## src/rtl/minirisc_pkg.sv

```systemverilog
// Shared miniRISC definitions: fetch FSM encoding, branch codes, opcode
// constants and instruction field positions.
package minirisc_pkg;

   typedef enum logic [1:0] {
      ST_FETCH  = 2'd0,
      ST_WAIT   = 2'd1,
      ST_EXEC   = 2'd2,
      ST_HALTED = 2'd3
   } fetch_state_t;

   localparam logic [1:0] BR_SEQ    = 2'b00;
   localparam logic [1:0] BR_UNCOND = 2'b01;
   localparam logic [1:0] BR_COND   = 2'b10;
   localparam logic [1:0] BR_CALL   = 2'b11;

   localparam logic [5:0] OP_HALT = 6'b000000;

   localparam int OPC_HI = 31;
   localparam int OPC_LO = 26;
   localparam int IMM_HI = 15;
   localparam int IMM_LO = 0;

   // Width of a counter that must reach max_wait inclusive.
   function automatic int cnt_width(input int max_wait);
      return (max_wait < 1) ? 1 : $clog2(max_wait + 1);
   endfunction

endpackage

```

## src/rtl/next_pc_calc.sv

```systemverilog
// Combinational next-PC selection: sequential, relative branch/call target,
// and the return address for call writeback.
module next_pc_calc
   import minirisc_pkg::*;
#(
   parameter int ADDR_W = 16
) (
   input  logic [ADDR_W-1:0] pc,
   input  logic [15:0]       imm16,
   input  logic [1:0]        branch,
   input  logic              cond_true,
   output logic [ADDR_W-1:0] next_pc,
   output logic [ADDR_W-1:0] link_pc
);

   logic [ADDR_W-1:0] offset;
   logic [ADDR_W-1:0] target;

   // Signed cast sign-extends for wide PCs and truncates for narrow ones;
   // the add then wraps modulo 2^ADDR_W.
   assign offset  = ADDR_W'($signed(imm16));
   assign link_pc = pc + ADDR_W'(1);
   assign target  = link_pc + offset;

   always_comb begin
      // NOTE: next_pc gets a default before the case so no path leaves it
      // unassigned, which would otherwise infer a latch.
      next_pc = link_pc;
      case (branch)
         BR_SEQ:    next_pc = link_pc;
         BR_UNCOND: next_pc = target;
         BR_COND:   next_pc = cond_true ? target : link_pc;
         BR_CALL:   next_pc = target;
      endcase
   end

endmodule

```

## src/rtl/fetch_unit.sv

```systemverilog
// Instruction fetch and sequencing unit: owns the PC, fetches over a
// valid-handshake port, holds the IR through EXEC and halts on HALT/timeout.
module fetch_unit
   import minirisc_pkg::*;
#(
   parameter int                ADDR_W   = 16,
   parameter logic [ADDR_W-1:0] RESET_PC = '0,
   parameter int                MAX_WAIT = 15
) (
   input  logic              clk,
   input  logic              rst,
   output logic              imem_req,
   output logic [ADDR_W-1:0] imem_addr,
   input  logic [31:0]       imem_rdata,
   input  logic              imem_valid,
   output logic [31:0]       instr,
   output logic [5:0]        opcode,
   output logic              instr_valid,
   input  logic [1:0]        branch,
   input  logic              cond_true,
   input  logic              ex_done,
   output logic [ADDR_W-1:0] pc,
   output logic [ADDR_W-1:0] link_pc,
   output logic              halted,
   output logic              fetch_err
);

   localparam int             CNT_W      = cnt_width(MAX_WAIT);
   localparam logic [CNT_W-1:0] WAIT_LIMIT = CNT_W'(MAX_WAIT);

   fetch_state_t      state_q, state_d;
   logic [ADDR_W-1:0] pc_q, pc_d;
   logic [31:0]       ir_q, ir_d;
   logic [CNT_W-1:0]  wait_cnt_q, wait_cnt_d;
   logic              fetch_err_q, fetch_err_d;
   logic [ADDR_W-1:0] next_pc;

   next_pc_calc #(.ADDR_W(ADDR_W)) u_next_pc (
      .pc        (pc_q),
      .imm16     (ir_q[IMM_HI:IMM_LO]),
      .branch    (branch),
      .cond_true (cond_true),
      .next_pc   (next_pc),
      .link_pc   (link_pc)
   );

   always_comb begin
      state_d     = state_q;
      pc_d        = pc_q;
      ir_d        = ir_q;
      wait_cnt_d  = wait_cnt_q;
      fetch_err_d = fetch_err_q;
      case (state_q)
         ST_FETCH: begin
            wait_cnt_d = '0;
            state_d    = ST_WAIT;
         end
         ST_WAIT: begin
            // A response in the limit cycle still wins over the timeout.
            if (imem_valid) begin
               ir_d    = imem_rdata;
               state_d = ST_EXEC;
            end else if (wait_cnt_q == WAIT_LIMIT) begin
               fetch_err_d = 1'b1;
               state_d     = ST_HALTED;
            end else begin
               wait_cnt_d = wait_cnt_q + CNT_W'(1);
            end
         end
         ST_EXEC: begin
            if (ir_q[OPC_HI:OPC_LO] == OP_HALT && ir_q == '0) begin
               state_d = ST_HALTED;
            end else if (ex_done) begin
               pc_d    = next_pc;
               state_d = ST_FETCH;
            end
         end
         ST_HALTED: state_d = ST_HALTED;
      endcase
   end

   always_ff @(posedge clk) begin
      // NOTE: state registers use non-blocking assignments so every flop
      // samples its pre-edge value regardless of statement order.
      if (rst) begin
         state_q     <= ST_FETCH;
         pc_q        <= RESET_PC;
         ir_q        <= '0;
         wait_cnt_q  <= '0;
         fetch_err_q <= 1'b0;
      end else begin
         state_q     <= state_d;
         pc_q        <= pc_d;
         ir_q        <= ir_d;
         wait_cnt_q  <= wait_cnt_d;
         fetch_err_q <= fetch_err_d;
      end
   end

   // Request is suppressed while reset is held so it first rises in the
   // cycle after reset releases.
   assign imem_req    = (state_q == ST_FETCH) && !rst;
   assign imem_addr   = pc_q;
   assign pc          = pc_q;
   assign instr       = ir_q;
   assign opcode      = ir_q[OPC_HI:OPC_LO];
   assign instr_valid = (state_q == ST_EXEC);
   assign halted      = (state_q == ST_HALTED);
   assign fetch_err   = fetch_err_q;

endmodule

```

## config.mk

```make
export PLATFORM = sky130hd
export DESIGN_NAME = fetch_unit
export DESIGN_NICKNAME = d
export VERILOG_FILES = /design/src/rtl/minirisc_pkg.sv /design/src/rtl/next_pc_calc.sv /design/src/rtl/fetch_unit.sv
export SDC_FILE = /design/constraint.sdc
export NUM_CORES = 1
export LEC_CHECK = 0
export CAP_MARGIN = 25
export CORE_MARGIN = 2
export CORE_UTILIZATION = 48
export DETAILED_ROUTE_END_ITERATION = 12
export MAX_ROUTING_LAYER = met4
export PLACE_DENSITY_LB_ADDON = 0.12
export SLEW_MARGIN = 20
export SYNTH_ARGS = -nofsm -noshare
export SYNTH_HDL_FRONTEND = slang
export SYNTH_SLANG_ARGS = --single-unit
```

## constraint.sdc

```tcl
create_clock -name clk -period 5 [get_ports clk]
set_clock_uncertainty 0.05 [all_clocks]
set_input_delay 0.75 -clock clk [delete_from_list [all_inputs] [get_ports clk]]
set_output_delay 0.75 -clock clk [all_outputs]
set_load 0.005 [all_outputs]
```

# Word level (Yosys, flattened, before mapping)
# Index checks and enable logic that the tools add are counted.
# W data, S select, Z words.
[classes]
n_addsub = 3
eq_ne = 11
n_mux = 10
bitwise_logic = 2
n_reduce_logical = 14
[op_table]
columns = ["operator", "n"]
rows = [
  ["$pmux W16 S3", 1],
  ["$logic_not A32 Y1", 1],
  ["$add A16 B1 Y16 const B", 1],
  ["$add A16 B16 Y16", 1],
  ["$mux W16", 1],
  ["$reduce_and A3 Y1", 3],
  ["$eq A2 B2 Y1 const B", 4],
  ["$mux W2", 4],
  ["$mux W4", 2],
  ["$pmux W2 S4", 1],
  ["$pmux W4 S2", 1],
  ["$logic_not A6 Y1", 1],
  ["$add A4 B1 Y4 const B", 1],
  ["$eq A2 B1 Y1 const B", 2],
  ["$eq A4 B4 Y1 const B", 1],
  ["$logic_not A2 Y1", 2],
  ["$ne A2 B2 Y1 const B", 2],
  ["$reduce_and A2 Y1", 2],
  ["$ne A3 B1 Y1 const B", 1],
  ["$ne A3 B3 Y1 const B", 1],
  ["$logic_and A1 B1 Y1", 2],
  ["$not A1 Y1", 2],
  ["$reduce_bool A2 Y1", 1],
  ["$reduce_or A2 Y1", 1],
  ["$logic_not A1 Y1", 1],
]
[word_totals]
ff_bits = 55
inputBits = 39
elab_cells = 45

# Longest topological paths before layout
# Gate-level depths: netlist of the first run.
[depth]
ltp_word = 4
mapped_depth = 14
depth_no_buf = 13

# Modules after synthesis
# Synthesis of the first run repeated with hierarchy kept, for this count alone.
[hier_totals]
cells_unflattened = 462
hier_area_um2 = 3595.9
[modules_own_cells]
columns = ["mod", "instances", "cells_per_inst", "area_per_inst_um2"]
rows = [
  ["fetch_unit", 1, 284, 2414.8],
  ["next_pc_calc", 1, 178, 1181.1],
]

# Least setup slack after synthesis of the first run
# Ideal clock, no wire load.
[synth_timing]
path_type = "register to register"
startpoint = "register pc_q[1] (netlist: imem_addr[1])"
endpoint = "register pc_q[15] (netlist: imem_addr[15])"
setup_ns = 0.131
t_arrival_ns = 2.835
required_ns = 4.819
slack_ns = 1.983
path_stages_with_launch = 14
period_less_slack_ns = 3.017
path_cell_list = "dfxtp_1 > ha_1 > nand3_1 > nor2_1 > nand4_1 > xnor2_1 > ha_1 > a21oi_1 > o21ai_0 > a221oi_1 > o31ai_1 > xnor2_1 > a221oi_1 > nor3_2"
[synth_between]
elab_chain_cells = 4
[synth_lines]
columns = ["element", "line_no", "text"]
rows = [
  ["start, declared", "fetch_unit.sv:32", "logic [ADDR_W-1:0] pc_q, pc_d;"],
  ["start signal, assigned", "fetch_unit.sv:93", "pc_q <= pc_d;"],
  ["$add A16 B1 Y16 *", "next_pc_calc.sv:22", "assign link_pc = pc + ADDR_W'(1);"],
  ["net link_pc[10]", "fetch_unit.sv:23", "output logic [ADDR_W-1:0] link_pc,"],
  ["$add A16 B16 Y16 *", "next_pc_calc.sv:23", "assign target = link_pc + offset;"],
  ["$mux W16", "next_pc_calc.sv:32", "BR_COND: next_pc = cond_true ? target : link_pc;"],
  ["$pmux W16 S3 *", "next_pc_calc.sv:29", "case (branch)"],
]
# The timed path passes the listed nets; every way through them passes the cells marked *.
# A chain may end at the register's enable or synchronous reset.

# Worst setup path after layout of the first run
[layout_timing]
startpoint = "register pc_q[1] (netlist: imem_addr[1])"
endpoint = "register pc_q[15] (netlist: imem_addr[15])"
[layout_between]
elab_chain_cells = 4
[layout_lines]
columns = ["element", "line_no"]
rows = [
  ["$add A16 B1 Y16 *", "next_pc_calc.sv:22"],
  ["$add A16 B16 Y16", "next_pc_calc.sv:23"],
  ["$mux W16", "next_pc_calc.sv:32"],
  ["$pmux W16 S3 *", "next_pc_calc.sv:29"],
]
# Mark *: on every way between the ends. The rest lies on a longest branch, timed or not.

==> results of run 1 <==
logic make-up (layout without fill, tap and decap cells):
kind of cell,Yosys count,in the layout,synth area share [%]
AND/OR/NAND/NOR,196,196,25.9
AO/OA/AOI/OAI,106,106,18.6
flip-flops,55,55,31.8
buffers and inverters,49,148,7.84
XOR/XNOR,26,26,6.98
adder cells (fa/ha/maj),23,23,8.53
multiplexers,1,1,0.289
worst max-delay path, stage by stage, from the launching register on:
cell and delay, ps:
sky130_fd_sc_hd__dfxtp_1 430, sky130_fd_sc_hd__ha_1 260, sky130_fd_sc_hd__nand3_1 170, sky130_fd_sc_hd__nor2_1 320, sky130_fd_sc_hd__nand4_1 210, sky130_fd_sc_hd__xnor2_1 330
sky130_fd_sc_hd__ha_1 310, sky130_fd_sc_hd__a21oi_1 180, sky130_fd_sc_hd__o21ai_0 130, sky130_fd_sc_hd__a221oi_1 320, sky130_fd_sc_hd__o31ai_1 140, sky130_fd_sc_hd__xnor2_1 140
sky130_fd_sc_hd__a221oi_1 300, sky130_fd_sc_hd__nor3_2 60
registers in the layout (all words and copies together), names as in the netlist:
name,cells
imem_addr,16
fetch_err,1
wait_cnt_q,4
instr,32
state_q,2
stage by stage:
stage | hold slack [ps] | util [%] | power [W]
floorplan | 415 | - | 0.000594
global placement | 407 | 67.5 | 0.000695
detailed placement | 416 | 67.7 | 0.000701
CTS | 431 | 68.9 | 0.000955
global route | 462 | 69.2 | 0.00100
finish | 429 | 69.2 | 0.000951
worst paths after layout:
path                            slack (ps)                          to
worst max-delay path                  1530  imem_addr[15]$_SDFFE_PP0P_
worst min-delay path                   430      instr[24]$_SDFFE_PP0P_
worst max register to register        1530  imem_addr[15]$_SDFFE_PP0P_
worst min register to register         430      instr[24]$_SDFFE_PP0P_
power breakdown:
part / internal (W) / switching, W / leakage [nW]
combinational: 0.000115 / 0.0000970 / 1.26
sequential: 0.000457 / 0.0000242 / 0.447
clock: 0.000101 / 0.000157 / 0.0418
total: 0.000673 / 0.000278 / 1.75
per-layer routing:
metal | global-route usage [%] | vias to the layer above | wire, um
li1 | - | 1767 | -
met1 | 33.3 | 1633 | 4310
met2 | 43.8 | 147 | 4710
met3 | 4.71 | 11 | 743
met4 | 6.06 | 0 | 81
met5 | - | - | 0
final cells by class:
| cell class | instances | area [um^2] | area share, % |
|---|---|---|---|
| clock inverters | 2 | 16.3 | 0.342 |
| well taps | 96 | 120 | 2.53 |
| repair buffers | 133 | 1330 | 27.9 |
| multi-input cells | 352 | 2090 | 44.0 |
| inverters | 7 | 26.3 | 0.553 |
| flip-flops and latches | 55 | 1100 | 23.2 |
| clock buffers | 6 | 72.6 | 1.53 |
placed cells by master (no fill, tap or decap), drive strengths merged, types with 9 or more instances in the layout:
cell / n
clkdlybuf4s50: 127
nand2: 95
a21oi: 56
dfxtp: 55
nor2: 37
ha: 22
xnor2: 17
o21ai: 14
nand3: 11
nor3: 10
nand4: 9
==> results.txt, run 1 <==
The standby leakage power was 1.75 nW; the initial core utilization was 50.4%. The sequential share of the synthesized area was 31.8%; the combined global-route utilization of all metal layers was 26.3%. In this run the critical register-to-register path is launched from imem_addr[1]$_SDFFE_PP0P_.

The share of async-settable or async-resettable flops after synthesis is 0%. Total negative slack for setup checks: 0 ps. The vias per cell works out to 5.47.

Dividing the final minimum period by the clock period gives 69.5%. Slew at the pin closest to its max-slew limit: 734 ps. The share of synthesized area in the top cell type comes to 31.8%.

In this run the most critical hold path is launched from instr[24]$_SDFFE_PP0P_. The largest total area in the synthesized netlist belongs to sky130_fd_sc_hd__dfxtp_1. In the post-synthesis netlist, the biggest area contributors are sky130_fd_sc_hd__dfxtp_1 (32%), sky130_fd_sc_hd__nand2_1 (10%), sky130_fd_sc_hd__a21oi_1 (8.1%). The tools report the core area as 6870 um^2.

Setup repair after global routing left no endpoint under its margin. The number of H-tree levels came out at 2. Root buffer cell: sky130_fd_sc_hd__clkbuf_8. The HPWL after detailed placement is 7.38 mm. The tools report the total count of max-transition violations in the final report as 0. Setup violations remaining at the end of the flow were counted as 0. The critical path in this run is classified as flop to flop.

The area growth from synthesis to layout is 37.2%, and the number of remaining DRC errors is 0. In this run the cell area of the synthesized design comes to 3460 um^2. Fraction of layout cells with a size suffix above 1: 3.24%.

The run finished with clean final reports. For this run, the post-layout net count is 616. Yosys mapped the design onto 52 distinct sky130hd cell types. Number of global-route vias before repair: 3476.

Wire length per cell: 15.1 um. The most repeated cell in the gate-level netlist after synthesis was sky130_fd_sc_hd__nand2_1. STA classifies the critical path endpoint as a flop.

The clock buffer count from CTS was 5. For the worst setup path, the data required time is 5130 ps. For the clock latency at the later pin of the worst-skew pair, the log shows 310 ps.

After clock tree synthesis, the clock-pin slew on the worst setup and hold paths is 100 ps. The number of maximum-capacitance constraint violations was 0; the first-pass GRT wire length was 15.9 mm. The overflow left after global routing came out at 0. After routing the design area is 4750 um^2. The synthesized design contains 0 enable-type register cells.

Of all nets on the critical path, the largest fanout is 6. The total power density per cell area was 200 nW/um^2; the worst vdd rail ir drop was 0.174 mV. The logs give 4650 um^2 for the instance area at placement and 51.1% for the max-slew headroom at the worst pin. The worst hold path class was flop to flop. Synthesis produced a netlist with a net count of 518.

The floorplan step set the die height to 88.9 um. Counting along the longest clock path gives a buffer depth of 2. Synthesis produced a netlist whose cell count is 456. Entering global routing, the biggest net connects 57 pins. The worst setup path is launched from a flop. The number of instances in the placed design is 642, and the die area is 7910 um^2. Before CTS, the worst setup slack after placement is 1580 ps.

For this run, the detailed router's first-pass iteration total came to 4. For this design the top-level I/O count stands at 129. 0 antenna diodes ended up in the layout. The detail route stage leaves a number of antenna-violating nets equal to 0. The number of buffers added for setup after CTS is 0, and the final-layout fill cell count is 618. For this run, the number of Yosys warnings is 0. Most common flop cell mapped by yosys: sky130_fd_sc_hd__dfxtp_1. CTS saw 55 sinks.

TritonCTS built the clock tree. The tools report the routed wire length as 9.84 mm. The final hold violation count was 0; the row count was 30. Counting cells, the worst reg-to-reg path comes to 13. The logs give 3610 ps for the signal arrival time at the worst endpoint and 0 for the post-cts repair resize count.

Setup slack on the critical path of the routed design comes to 1530 ps. The count of vias placed by the detailed router is 3558, and the die outline width is 88.9 um. The count of routing violations after the opening detailed-route iteration is 238, and the total of buffers placed on input and output ports is 128. The number of hold buffers added after CTS was 0. The congestion estimate from routability-driven global placement came to 0.943. By count the netlist is led by sky130_fd_sc_hd__nand2_1 (95), sky130_fd_sc_hd__a21oi_1 (56), sky130_fd_sc_hd__dfxtp_1 (55), sky130_fd_sc_hd__nor2_1 (36). The most critical setup path has its startpoint at imem_addr[1]$_SDFFE_PP0P_. Counting instances, the worst hold path has a depth of 2.

The average instance in the mapped netlist occupies 7.59 um^2. Register bit count reported by yosys: 55. The run gives 0 as the number of antenna violations at the first check in global routing. Derived from the worst setup path, the maximum achievable clock frequency is 0.288 GHz. The routed design could run at a clock period as short as 3470 ps. The tools report the non-filler instance count after layout as 651.
Note: power is estimated with default switching activity, not from simulation.
==> inputs of run 2 (changes only) <==
--- a/config.mk
+++ b/config.mk
@@ -7,7 +7,7 @@
 export LEC_CHECK = 0
 export CAP_MARGIN = 25
 export CORE_MARGIN = 2
-export CORE_UTILIZATION = 48
+export CORE_UTILIZATION = 41
 export DETAILED_ROUTE_END_ITERATION = 12
 export MAX_ROUTING_LAYER = met4
 export PLACE_DENSITY_LB_ADDON = 0.12
==> constraint.sdc (replaced) <==
create_clock -name clk -period 3.18 [get_ports clk]
set_clock_uncertainty 0.05 [all_clocks]
set_input_delay 0.477 -clock clk [delete_from_list [all_inputs] [get_ports clk]]
set_output_delay 0.477 -clock clk [all_outputs]
set_load 0.005 [all_outputs]
==> results.txt, run 2 (same netlist as run 1, synthesis figures left out) <==
The flow ran to the end, and the final reports show no timing, DRC or antenna violations. For the worst setup path, the data required time is 3320 ps. The post-route minimum period is 2990 ps, and the count of routing violations after the opening detailed-route iteration is 127. Overall power consumption after layout is estimated at 0.00150 W. The die span in y came out at 95.9 um. Overflow left after global routing: 0.

The clock latency at the later pin of the worst-skew pair was 310 ps. The number of antenna violations at the first check in global routing came out at 0. The largest net degree at the start of global routing was 57; the total power density per cell area was 306 nW/um^2. The placed instances occupy a cell area of 4770 um^2. Hold repair after CTS inserted 0 buffers. Based on the critical path, the design can be clocked at up to 0.335 GHz. The repair_antennas step left the layout with diodes totalling 0. The run gives 192 ps as the worst path setup slack after routing. Routability-driven placement finished with a final weighted congestion of 0.968.

The kind of capture point of the worst setup path is a flop. Max-cap violations in this run came to 0. The max-slew headroom at the worst pin is 58.2%, and the total clock sinks is 55.

The tools report the row count as 33. The worst-case IR drop observed on VDD is 0.209 mV. The root buffer cell was sky130_fd_sc_hd__clkbuf_8. The run gives 0 as the post-route antenna net violation count. The standby leakage power is 1.85 nW, and the number of H-tree levels is 2. The first detailed-routing pass took 4 iterations. TritonCTS built the clock tree.

The slew at the pin closest to its max-slew limit was 627 ps; the number of primary I/O pins was 129. The first-pass GRT wire length is 15.7 mm, and the initial core utilization is 42.1%. Worst hold path class: flop to flop. The final net count is 632, and the number of global-route vias before repair is 3329. Clock-pin slew was measured on the worst setup and hold paths at 110 ps.

The tools report the signal arrival time at the worst endpoint as 3130 ps. Along the worst path, the maximum fanout reaches 4. The tools report the startpoint type of the worst setup path as a flop. Compared with the post-synthesis result, the final layout area differs by 41.8%.

Detailed placement ended at an HPWL of 7.44 mm. The critical path in this run is classified as flop to flop. The count of vias placed by the detailed router was 3572; the total count of max-transition violations in the final report was 0. The floorplan step defined a die boundary enclosing 9190 um^2. The final instance area was 4910 um^2; the die outline width was 95.9 um. The combined global-route utilization of all metal layers is 22.2%, and the number of remaining DRC errors is 0. The clock passes through at most 2 buffers.

The register with the most flip-flops in the layout has 32 of them. The final critical path takes up 94.0% of the cycle. Vias per cell: 5.28. The total negative slack for setup checks is 0 ps. The tools report the final hold violation count as 0.

At the end of the flow the core is filled with cells to 59.7%. In the final routed layout, each cell accounts on average for 14.7 um. The core region is 8220 um^2.

Of the cells placed in the final design, the portion with a size suffix greater than 1 is 7.53%. In the layout the commonest cells are sky130_fd_sc_hd__clkdlybuf4s50_1 (127), sky130_fd_sc_hd__nand2_1 (95), sky130_fd_sc_hd__a21oi_1 (56). During placement, the flow inserted port buffers numbering 128. The most common cell after layout, fill and taps aside was sky130_fd_sc_hd__clkdlybuf4s50_1. In this run, CTS created clock tree buffers numbering 5. Setup violations remaining at the end of the flow were counted as 0.

The worst register-to-register path has a setup slack of 190 ps. Timing analysis after detailed placement gives a worst setup slack of 84.0 ps. The tools report the routed wire length as 9.94 mm.
-- run 2: cell count changes in the layout (fill, tap and decap cells not counted), moves of 2 or more --
cell                      before  now
sky130_fd_sc_hd__dfxtp_2       0    3
sky130_fd_sc_hd__dfxtp_1      55   52
sky130_fd_sc_hd__buf_4         3   21
sky130_fd_sc_hd__xnor2_2       0    2
sky130_fd_sc_hd__xnor2_1      17   15
-- run 2: path summary, 6_finish.rpt --
path                            cells past startpoint                      start                          to
worst max-delay path                               14  imem_addr[0]$_SDFFE_PP0P_  imem_addr[15]$_SDFFE_PP0P_
worst min-delay path                                2     instr[18]$_SDFFE_PP0P_      instr[18]$_SDFFE_PP0P_
worst max register to register                     14  imem_addr[0]$_SDFFE_PP0P_  imem_addr[15]$_SDFFE_PP0P_
worst min register to register                      2     instr[18]$_SDFFE_PP0P_      instr[18]$_SDFFE_PP0P_
-- run 2: per-stage QoR --
stage          hold slack, ps  cells
2_1_floorplan             415    456
3_3_place_gp              411    666
3_5_place_dp              414    666
4_1_cts                   430    674
5_1_grt                   450    676
6_report                  429    676
-- run 2: final cells by class --
type	count	area [um^2]
clock buffers	6	72.6
clock inverters	2	16.3
fillers	755	3310
inverters	7	26.3
multi-input cells	352	2120
flip-flops and latches	55	1100
well taps	105	131
repair buffers	149	1430
-- run 2: where the power goes --
group          internal (W)  switching, W
registers          0.000718     0.0000371
logic              0.000184      0.000154
clock network      0.000159      0.000249
-- run 2: critical path: stages (launching register included) --
cell and delay, ps:
sky130_fd_sc_hd__dfxtp_1 350, sky130_fd_sc_hd__ha_1 170, sky130_fd_sc_hd__nand3_1 130, sky130_fd_sc_hd__nor2_2 200, sky130_fd_sc_hd__nand4_1 200, sky130_fd_sc_hd__xnor2_2 210, sky130_fd_sc_hd__buf_4 140, sky130_fd_sc_hd__ha_1 320
sky130_fd_sc_hd__nand2_1 80, sky130_fd_sc_hd__o21ai_0 110, sky130_fd_sc_hd__a221oi_1 300, sky130_fd_sc_hd__o31ai_1 140, sky130_fd_sc_hd__xnor2_1 160, sky130_fd_sc_hd__a221oi_2 240, sky130_fd_sc_hd__nor3_2 50
-- run 2: routing by layer --
metal | up-vias | global-route usage [%] | part of all wire, %
met1 | 1633 | 29.7 | 45
met5 | - | - | 0
met2 | 128 | 36.0 | 47
met3 | 9 | 3.29 | 6.9
li1 | 1802 | - | -
met4 | 0 | 4.17 | 0.83
-- run 2: repair_timing --
action | CTS | global route
resized for setup | 0 | 9
endpoints found under the setup margin | 0 | 3
setup buffers | 0 | 2
